## config.mk

```make
export PLATFORM = sky130hd
export DESIGN_NAME = regfile_scoreboard
export DESIGN_NICKNAME = d
export VERILOG_FILES = /design/src/rtl/riscv_pkg.sv /design/src/rtl/pc_counter.sv /design/src/rtl/regfile_scoreboard.sv
export SDC_FILE = /design/constraint.sdc
export NUM_CORES = 2
export LEC_CHECK = 0
export ABC_AREA = 1
export CAP_MARGIN = 25
export CORE_ASPECT_RATIO = 1.4
export CORE_MARGIN = 1
export CORE_UTILIZATION = 36
export CTS_BUF_LIST = sky130_fd_sc_hd__clkbuf_16
export CTS_CLUSTER_DIAMETER = 60
export CTS_CLUSTER_SIZE = 40
export DETAILED_ROUTE_END_ITERATION = 16
export SETUP_SLACK_MARGIN = 0.05
export SKIP_LAST_GASP = 1
export SYNTH_ARGS = -nofsm -noshare
export SYNTH_HDL_FRONTEND = slang
export SYNTH_SLANG_ARGS = --single-unit
```

## constraint.sdc

```tcl
create_clock -name CK_REF -period 2 [get_ports CK_REF]
set_input_delay 0.4 -clock CK_REF [delete_from_list [all_inputs] [get_ports CK_REF]]
set_output_delay 0.4 -clock CK_REF [all_outputs]
set_load 0.005 [all_outputs]
```

## src/rtl/riscv_pkg.sv

```systemverilog
// Constants shared by decode, fetch and the register file.
// Holds architectural widths, the zero register and the PC defaults.
package riscv_pkg;

   localparam int          XLEN         = 32;
   localparam logic [4:0]  REG_ZERO     = 5'd0;
   localparam logic [31:0] PC_RESET_VEC = 32'h0000_0000;
   localparam int          PC_STEP_DEF  = 4;

endpackage

```

## src/rtl/pc_counter.sv

```systemverilog
// Program counter register.
// Branch load beats stall, which beats the sequential increment.
module pc_counter
   import riscv_pkg::*;
#(
   parameter int              XLEN     = riscv_pkg::XLEN,
   parameter int              PC_STEP  = PC_STEP_DEF,
   parameter logic [XLEN-1:0] PC_RESET = XLEN'(PC_RESET_VEC)
) (
   input  logic            CK_REF,
   input  logic            RST_N,
   input  logic            PC_STALL,
   input  logic            PC_LOAD,
   input  logic [XLEN-1:0] PC_LOAD_VAL,
   output logic [XLEN-1:0] PC_OUT
);

   localparam logic [XLEN-1:0] STEP = XLEN'(PC_STEP);

   always_ff @(posedge CK_REF or negedge RST_N) begin
      if (!RST_N) begin
         PC_OUT <= PC_RESET;
      end else if (PC_LOAD) begin
         // Targets are word aligned; the low bits are dropped.
         PC_OUT <= {PC_LOAD_VAL[XLEN-1:2], 2'b00};
      end else if (!PC_STALL) begin
         PC_OUT <= PC_OUT + STEP;
      end
   end

endmodule

```

## src/rtl/regfile_scoreboard.sv

```systemverilog
// GPR file with write-through read ports, a pending-write scoreboard
// and the fetch program counter.
module regfile_scoreboard
   import riscv_pkg::*;
#(
   parameter int              XLEN     = riscv_pkg::XLEN,
   parameter int              NUM_REGS = 32,
   parameter int              ADDR_W   = $clog2(NUM_REGS),
   parameter int              NUM_RD   = 2,
   parameter int              BYPASS   = 1,
   parameter int              PC_STEP  = PC_STEP_DEF,
   parameter logic [XLEN-1:0] PC_RESET = XLEN'(PC_RESET_VEC)
) (
   input  logic                     CK_REF,
   input  logic                     RST_N,
   input  logic [NUM_RD*ADDR_W-1:0] RD_ADDR,
   output logic [NUM_RD*XLEN-1:0]   RD_DATA,
   output logic [NUM_RD-1:0]        RD_BUSY,
   input  logic                     WR_EN,
   input  logic [ADDR_W-1:0]        WR_ADDR,
   input  logic [XLEN-1:0]          WR_DATA,
   input  logic                     ISSUE_EN,
   input  logic [ADDR_W-1:0]        ISSUE_RD,
   input  logic                     PC_STALL,
   input  logic                     PC_LOAD,
   input  logic [XLEN-1:0]          PC_LOAD_VAL,
   output logic [XLEN-1:0]          PC_OUT
);

   localparam logic [ADDR_W-1:0] ZERO = ADDR_W'(REG_ZERO);

   logic [XLEN-1:0]     gpr [NUM_REGS];
   logic [NUM_REGS-1:0] busy;
   logic                wr_ok;
   logic                iss_ok;

   assign wr_ok  = WR_EN && (WR_ADDR != ZERO);
   assign iss_ok = ISSUE_EN && (ISSUE_RD != ZERO);

   // Issue is applied last so a new producer outlives a same-cycle writeback.
   always_ff @(posedge CK_REF or negedge RST_N) begin
      if (!RST_N) begin
         for (int r = 0; r < NUM_REGS; r++) begin
            gpr[r] <= '0;
         end
         busy <= '0;
      end else begin
         if (wr_ok) begin
            gpr[WR_ADDR]  <= WR_DATA;
            busy[WR_ADDR] <= 1'b0;
         end
         if (iss_ok) begin
            busy[ISSUE_RD] <= 1'b1;
         end
      end
   end

   for (genvar i = 0; i < NUM_RD; i++) begin : g_rd
      logic [ADDR_W-1:0] addr;
      logic              hit;
      logic              nz;

      assign addr = RD_ADDR[i*ADDR_W +: ADDR_W];
      assign nz   = (addr != ZERO);
      assign hit  = (BYPASS != 0) && RST_N && wr_ok && (WR_ADDR == addr);

      assign RD_DATA[i*XLEN +: XLEN] = !nz ? '0 :
                                       hit ? WR_DATA : gpr[addr];
      assign RD_BUSY[i] = nz && !hit && busy[addr];
   end

   pc_counter #(
      .XLEN     (XLEN),
      .PC_STEP  (PC_STEP),
      .PC_RESET (PC_RESET)
   ) u_pc (
      .CK_REF      (CK_REF),
      .RST_N       (RST_N),
      .PC_STALL    (PC_STALL),
      .PC_LOAD     (PC_LOAD),
      .PC_LOAD_VAL (PC_LOAD_VAL),
      .PC_OUT      (PC_OUT)
   );

endmodule

```

Word level (Yosys, flattened, before mapping). Cells that the tools add are included.

Flip-flop bits (word level): 1088. Bits in latches: 0. Memory bits (writable): 0. Bits in read-only memories: 0. Bits of input ports: 90. Output and inout port bits: 98. Word-level logic and storage cells: 97. Memories: 0.

$add $sub $neg: 1. Multiply operators: 0. Div/mod/pow operators: 0. $lt $le $gt $ge: 10. Eq/ne operators: 3. Shift operators: 0. Muxes and demuxes: 25. Bitwise gates (word level): 6. Reductions and logical operators: 18.

Operators with widths (count): bitwise mux 1024 bit (1); two-way mux 32 bit (13); binary-select mux 32 bit (select 5 bit) (2); demux 32 bit (select 5 bit) (1); adder 32 x 3 -> 32 bit, second input constant (1); bitwise AND 32 bit (1); NOT 32 bit (1); OR 32 bit (1); less-than comparator 5 x 6 -> 1 bit, second input constant (4); nonzero test 5 bit (4); greater-or-equal comparator 6 bit, second input constant (3); NOT 5 -> 6 bit (3); logical AND 1 bit (12); binary-select mux 1 bit (select 5 bit) (2); demux 1 bit (select 5 bit) (2); equality test 5 bit (2); greater-or-equal comparator 5 x 1 -> 1 bit, second input constant (2); less-than comparator 6 x 1 -> 1 bit, second input constant (1); two-way mux 1 bit (4); logical NOT 1 bit (2); inequality test 2 x 1 -> 1 bit, second input constant (1).

Depth between registers and ports, before layout.
Word-level depth: 9. Depth in mapped cells: 13. Gate-level depth less buffers: 11.

By module. A second synthesis with hierarchy kept.

Cell total of the unflattened synthesis: 9815. Area, all modules: 64839.7 um2.

Modules (own cells, without submodules): regfile_scoreboard (times used 1, cells each 9474, area an instance 62642.6 um2, sequential area each 26425.3 um2); pc_counter (times used 1, cells each 341, area an instance 2197.1 um2, sequential area each 750.7 um2).

Worst setup path after synthesis. Ideal clock, no wire load.

Path type: in2out. Start point: input WR_ADDR[2]. End point: output RD_DATA[11]. Arrival time: 1.627 ns. Required time: 1.600 ns. Path slack: -0.027 ns. Stages: 11. Path buffers: 2. Cells stage by stage: buf_2 nor3_2 nand2_1 nand2_1 nor2_1 nand2_2 nand2_1 buf_2 nor2_1 nand3_1 nand2_1.

Longest elaborated chain between the ends: 6. Elaborated cells on any way between the ends: 7. Those cells by class: 1 x eq/ne; 2 x mux; 4 x reduce/logical.

RTL lines: start, declared (line regfile_scoreboard.sv:20) `input logic [ADDR_W-1:0] WR_ADDR,`; nonzero test 5 bit (line regfile_scoreboard.sv:37) `assign wr_ok = WR_EN && (WR_ADDR != ZERO);`; logical AND 1 bit (line regfile_scoreboard.sv:37); logical AND 1 bit (line regfile_scoreboard.sv:65) `assign hit = (BYPASS != 0) && RST_N && wr_ok && (WR_ADDR == addr);`; logical AND 1 bit (*) (line regfile_scoreboard.sv:65); two-way mux 32 bit (*) (line regfile_scoreboard.sv:68) `hit ? WR_DATA : gpr[addr];`; two-way mux 32 bit (*) (line regfile_scoreboard.sv:67) `assign RD_DATA[i*XLEN +: XLEN] = !nz ? '0 :`; end, declared (line regfile_scoreboard.sv:17) `output logic [NUM_RD*XLEN-1:0] RD_DATA,`.

Every way passes the cells marked *; elsewhere a longest branch is shown, timed or not.

Final worst setup path.
Start point: register gpr[496] in the netlist's numbering. End point: output RD_DATA[48].

Longest elaborated chain between the ends: 5.

RTL lines: start, declared (line regfile_scoreboard.sv:32) `logic [XLEN-1:0] gpr [NUM_REGS];`; start signal, assigned by index (line regfile_scoreboard.sv:44) `gpr[r] <= '0;`; start signal, assigned by index (line regfile_scoreboard.sv:49) `gpr[WR_ADDR] <= WR_DATA;`; binary-select mux 32 bit (select 5 bit) (line regfile_scoreboard.sv:68); two-way mux 32 bit (implied by the code) (2 in series) (line regfile_scoreboard.sv:68); two-way mux 32 bit (line regfile_scoreboard.sv:68); two-way mux 32 bit (line regfile_scoreboard.sv:67).

Every way passes these cells. The select of a mux whose other input is x is not followed.

==> results_dict.tcl <==
set metrics [dict create \
    setup_tns_ns -31.56 \
    finalCritPeriodShare_pct 132 \
    io_pins 188 \
    dp_cells 12200 \
    avgRoutedWirePerCell_um 23.2 \
    hp-class "in2reg" \
    grtUsageTotal_pct 32.0 \
    antenna_found_initial 5 \
    hold_slack_ns 0.219 \
    clock_latency_ns 0.76 \
    grt_pass1_vias 67300 \
    netlist.top_cell.by_area "dfrtp_1" \
    synth.top_cell.area_share_pct 42.9 \
    synthCells 9447 \
    synth-edff-count 0 \
    place.gp.congestion 0.957 \
    netlist_area_mm2 0.0634 \
    root_buffer "clkbuf_16" \
    report.final.slew_viol_count 0 \
    async_reset_ff_share_pct 100 \
    hpwl_mm 188 \
    slew_headroom_pct 30.1 \
    wl_mm 292 \
    drv_cap 0 \
    synth.most_common_cell "nand2_1" \
    tightest_slew_ns 1.05 \
    start_util_pct 36.3 \
    max_freq_ghz 0.378 \
    grt_pass1_wl_mm 430 \
    final_cell_area_mm2 0.0855 \
    startpoint_type "flip-flop" \
    avgSynthCellArea_um2 6.71 \
    port-buffer-count 183 \
    p_leak_nw 41.4 \
    htreeDepth 3 \
    cts_buffers 94 \
    power_density_mw_per_mm2 819 \
    die_area_mm2 0.178 \
    final_nets 10300 \
    synth-seq-area-share_pct 42.9 \
    end_kind "primary output" \
    critPathKind "reg2out" \
    clock-sinks 1086 \
    rows 181 \
    num_vias 70100 \
    grt_remaining_overflow 0 \
    ys_types 35 \
    rsz0062_at_grt "yes" \
    hold_violations 0 \
    route.detailed.drc 0 \
    reg2regPathDepth 11 \
    min_period_ns 2.64 \
    drt.antenna.violating_nets 0 \
    final_layout_size_suffix_gt1_share_pct 23.7 \
    violations "negative setup slack" \
    core_area_mm2 0.174 \
    synth.top_cells.by_count "3,337 x nand2_1, 1,327 x nand3_1, 1,268 x o21ai_0, 1,086 x dfrtp_1, 755 x inv_1" \
    crit_fanout 2 \
    layout_setup_ws_ns -0.644 \
    yosys_warnings 0 \
    cts.clk_slew.worst_paths_ns 0.10 \
    max-vdd-ir-drop_mv 0.729 \
    finalSetupViolCount 66 \
    hold_path_depth 3 \
    place_area_mm2 0.0763 \
    synth_area_leaders "dfrtp_1 43%, nand2_1 20%, nand3_1 10%" \
    via_per_inst 5.58 \
    ys_ff_latch 1086 \
    clock_skew_ns 0.0185 \
    grt_max_degree 143 \
    clockBufferDepth 3 \
    firstDrtPassIters 6 \
    crit_required_ns 1.60 \
    fin_cells 12500 \
    cts_tree "yes" \
    drt_iter0_drc 8313 \
    synth_flop_cell "dfrtp_1" \
    die_w_um 357 \
    status "complete, but fails checks" \
    die_h_um 498 \
    syn2layout_area_growth_pct 34.9 \
    arrival_ns 2.24 \
]
-- report_power, final --
group | internal, W | leakage (nW) | switching [W] | total [W]
Sequential | 0.0262 | 13.5 | 0.00280 | 0.0290
Clock | 0.0102 | 1.64 | 0.0107 | 0.0209
Combinational | 0.00887 | 26.3 | 0.0112 | 0.0201
-- kinds of logic (layout without fill, tap and decap cells) --
| kind of cell | count (synthesis) | count (layout) | synth area share, % |
|---|---|---|---|
| fa+ha+maj | 1 | 1 | 0.0197 |
| other cells | 1 | 4 | 0.00592 |
| buf+inv | 1560 | 2372 | 9.88 |
| flops | 1086 | 1086 | 42.9 |
| simple gates | 5221 | 5221 | 34.2 |
| xor+xnor | 24 | 24 | 0.332 |
| compound gates | 1554 | 1554 | 12.7 |
-- placed cells by master (no fill, tap or decap), types with 84 or more instances in the layout --
master and count:
nand2_1 3124, o21ai_0 1170, dfrtp_1 1081, nand3_1 924, buf_4 844, inv_1 730, nand3_2 381, nor2_1 319
buf_12 273, nand2_2 160, a21oi_1 126, clkbuf_16 105, buf_6 105, or2_4 97, o21ai_1 95, o211ai_1 84
-- area by class of cell --
| cell class | count | area, um2 |
|---|---|---|
| repair buffers | 1426 | 15300 |
| diodes | 2 | 5.00 |
| inverters | 770 | 2960 |
| clock buffers | 97 | 2430 |
| fillers | 16800 | 88900 |
| well taps | 2287 | 2860 |
| flip-flops and latches | 1086 | 27200 |
| multi-input cells | 6802 | 33800 |
| clock inverters | 79 | 1000 |
-- path summary, 6_finish.rpt --
| path | startpoint | end | slack, ns |
|---|---|---|---|
| worst max-delay path | gpr[496] | RD_DATA[48] | -0.64 |
| worst min-delay path | PC_LOAD_VAL[16] | u_pc.PC_OUT[16] | 0.22 |
| worst max register to register | u_pc.PC_OUT[8] | u_pc.PC_OUT[31] | 0.15 |
| worst min register to register | gpr[992] | gpr[992] | 0.41 |
| max in group asynchronous | RST_N | gpr[921] | 0.18 |
| min in group asynchronous | RST_N | gpr[357] | 0.71 |
-- worst max-delay path, stage by stage, from the launching register on --
cell	delay (ns)
dfrtp_1	0.39
or2_4	0.23
nand3_2	0.07
nand2_1	0.05
nand2_1	0.06
nand3_2	0.10
nand2_2	0.14
buf_6	0.16
nand3_2	0.07
nand2_1	0.07
inv_1	0.03
buf_2	0.11
-- sequential cells by signal, summed over array words and instances (netlist names) --
signal / flops
gpr: 1024
busy: 32
u_pc.PC_OUT: 30
-- what timing repair did --
| action | CTS | global route |
|---|---|---|
| resized for setup | 880 | 647 |
| hold buffers | 2 | 0 |
| cloned | 7 | 9 |
| setup buffers | 143 | 75 |
| hold endpoints to repair | 15 | 0 |
| pin swaps | 366 | 417 |
| endpoints found under the setup margin | 111 | 87 |
-- stage by stage --
step / util [%] / total power [W] / worst slack (ns)
after floorplan: - / 0.0384 / 0.0319
after global placement: 43.8 / 0.0461 / -1.22
after detailed placement: 43.8 / 0.0466 / -1.28
after CTS: 47.5 / 0.0687 / -0.952
after global routing: 49.0 / 0.0736 / -0.699
final: 49.0 / 0.0700 / -0.644
-- layer usage --
| metal | up-vias | routed length (um) | global-route usage, % |
|---|---|---|---|
| met5 | - | 27 | 0 |
| met1 | 33500 | 112000 | 40.9 |
| met3 | 970 | 30900 | 6.41 |
| met2 | 3959 | 128000 | 49.3 |
| li1 | 31600 | - | - |
| met4 | 4 | 20700 | 19.7 |
Power figures use the tool's default switching activity.
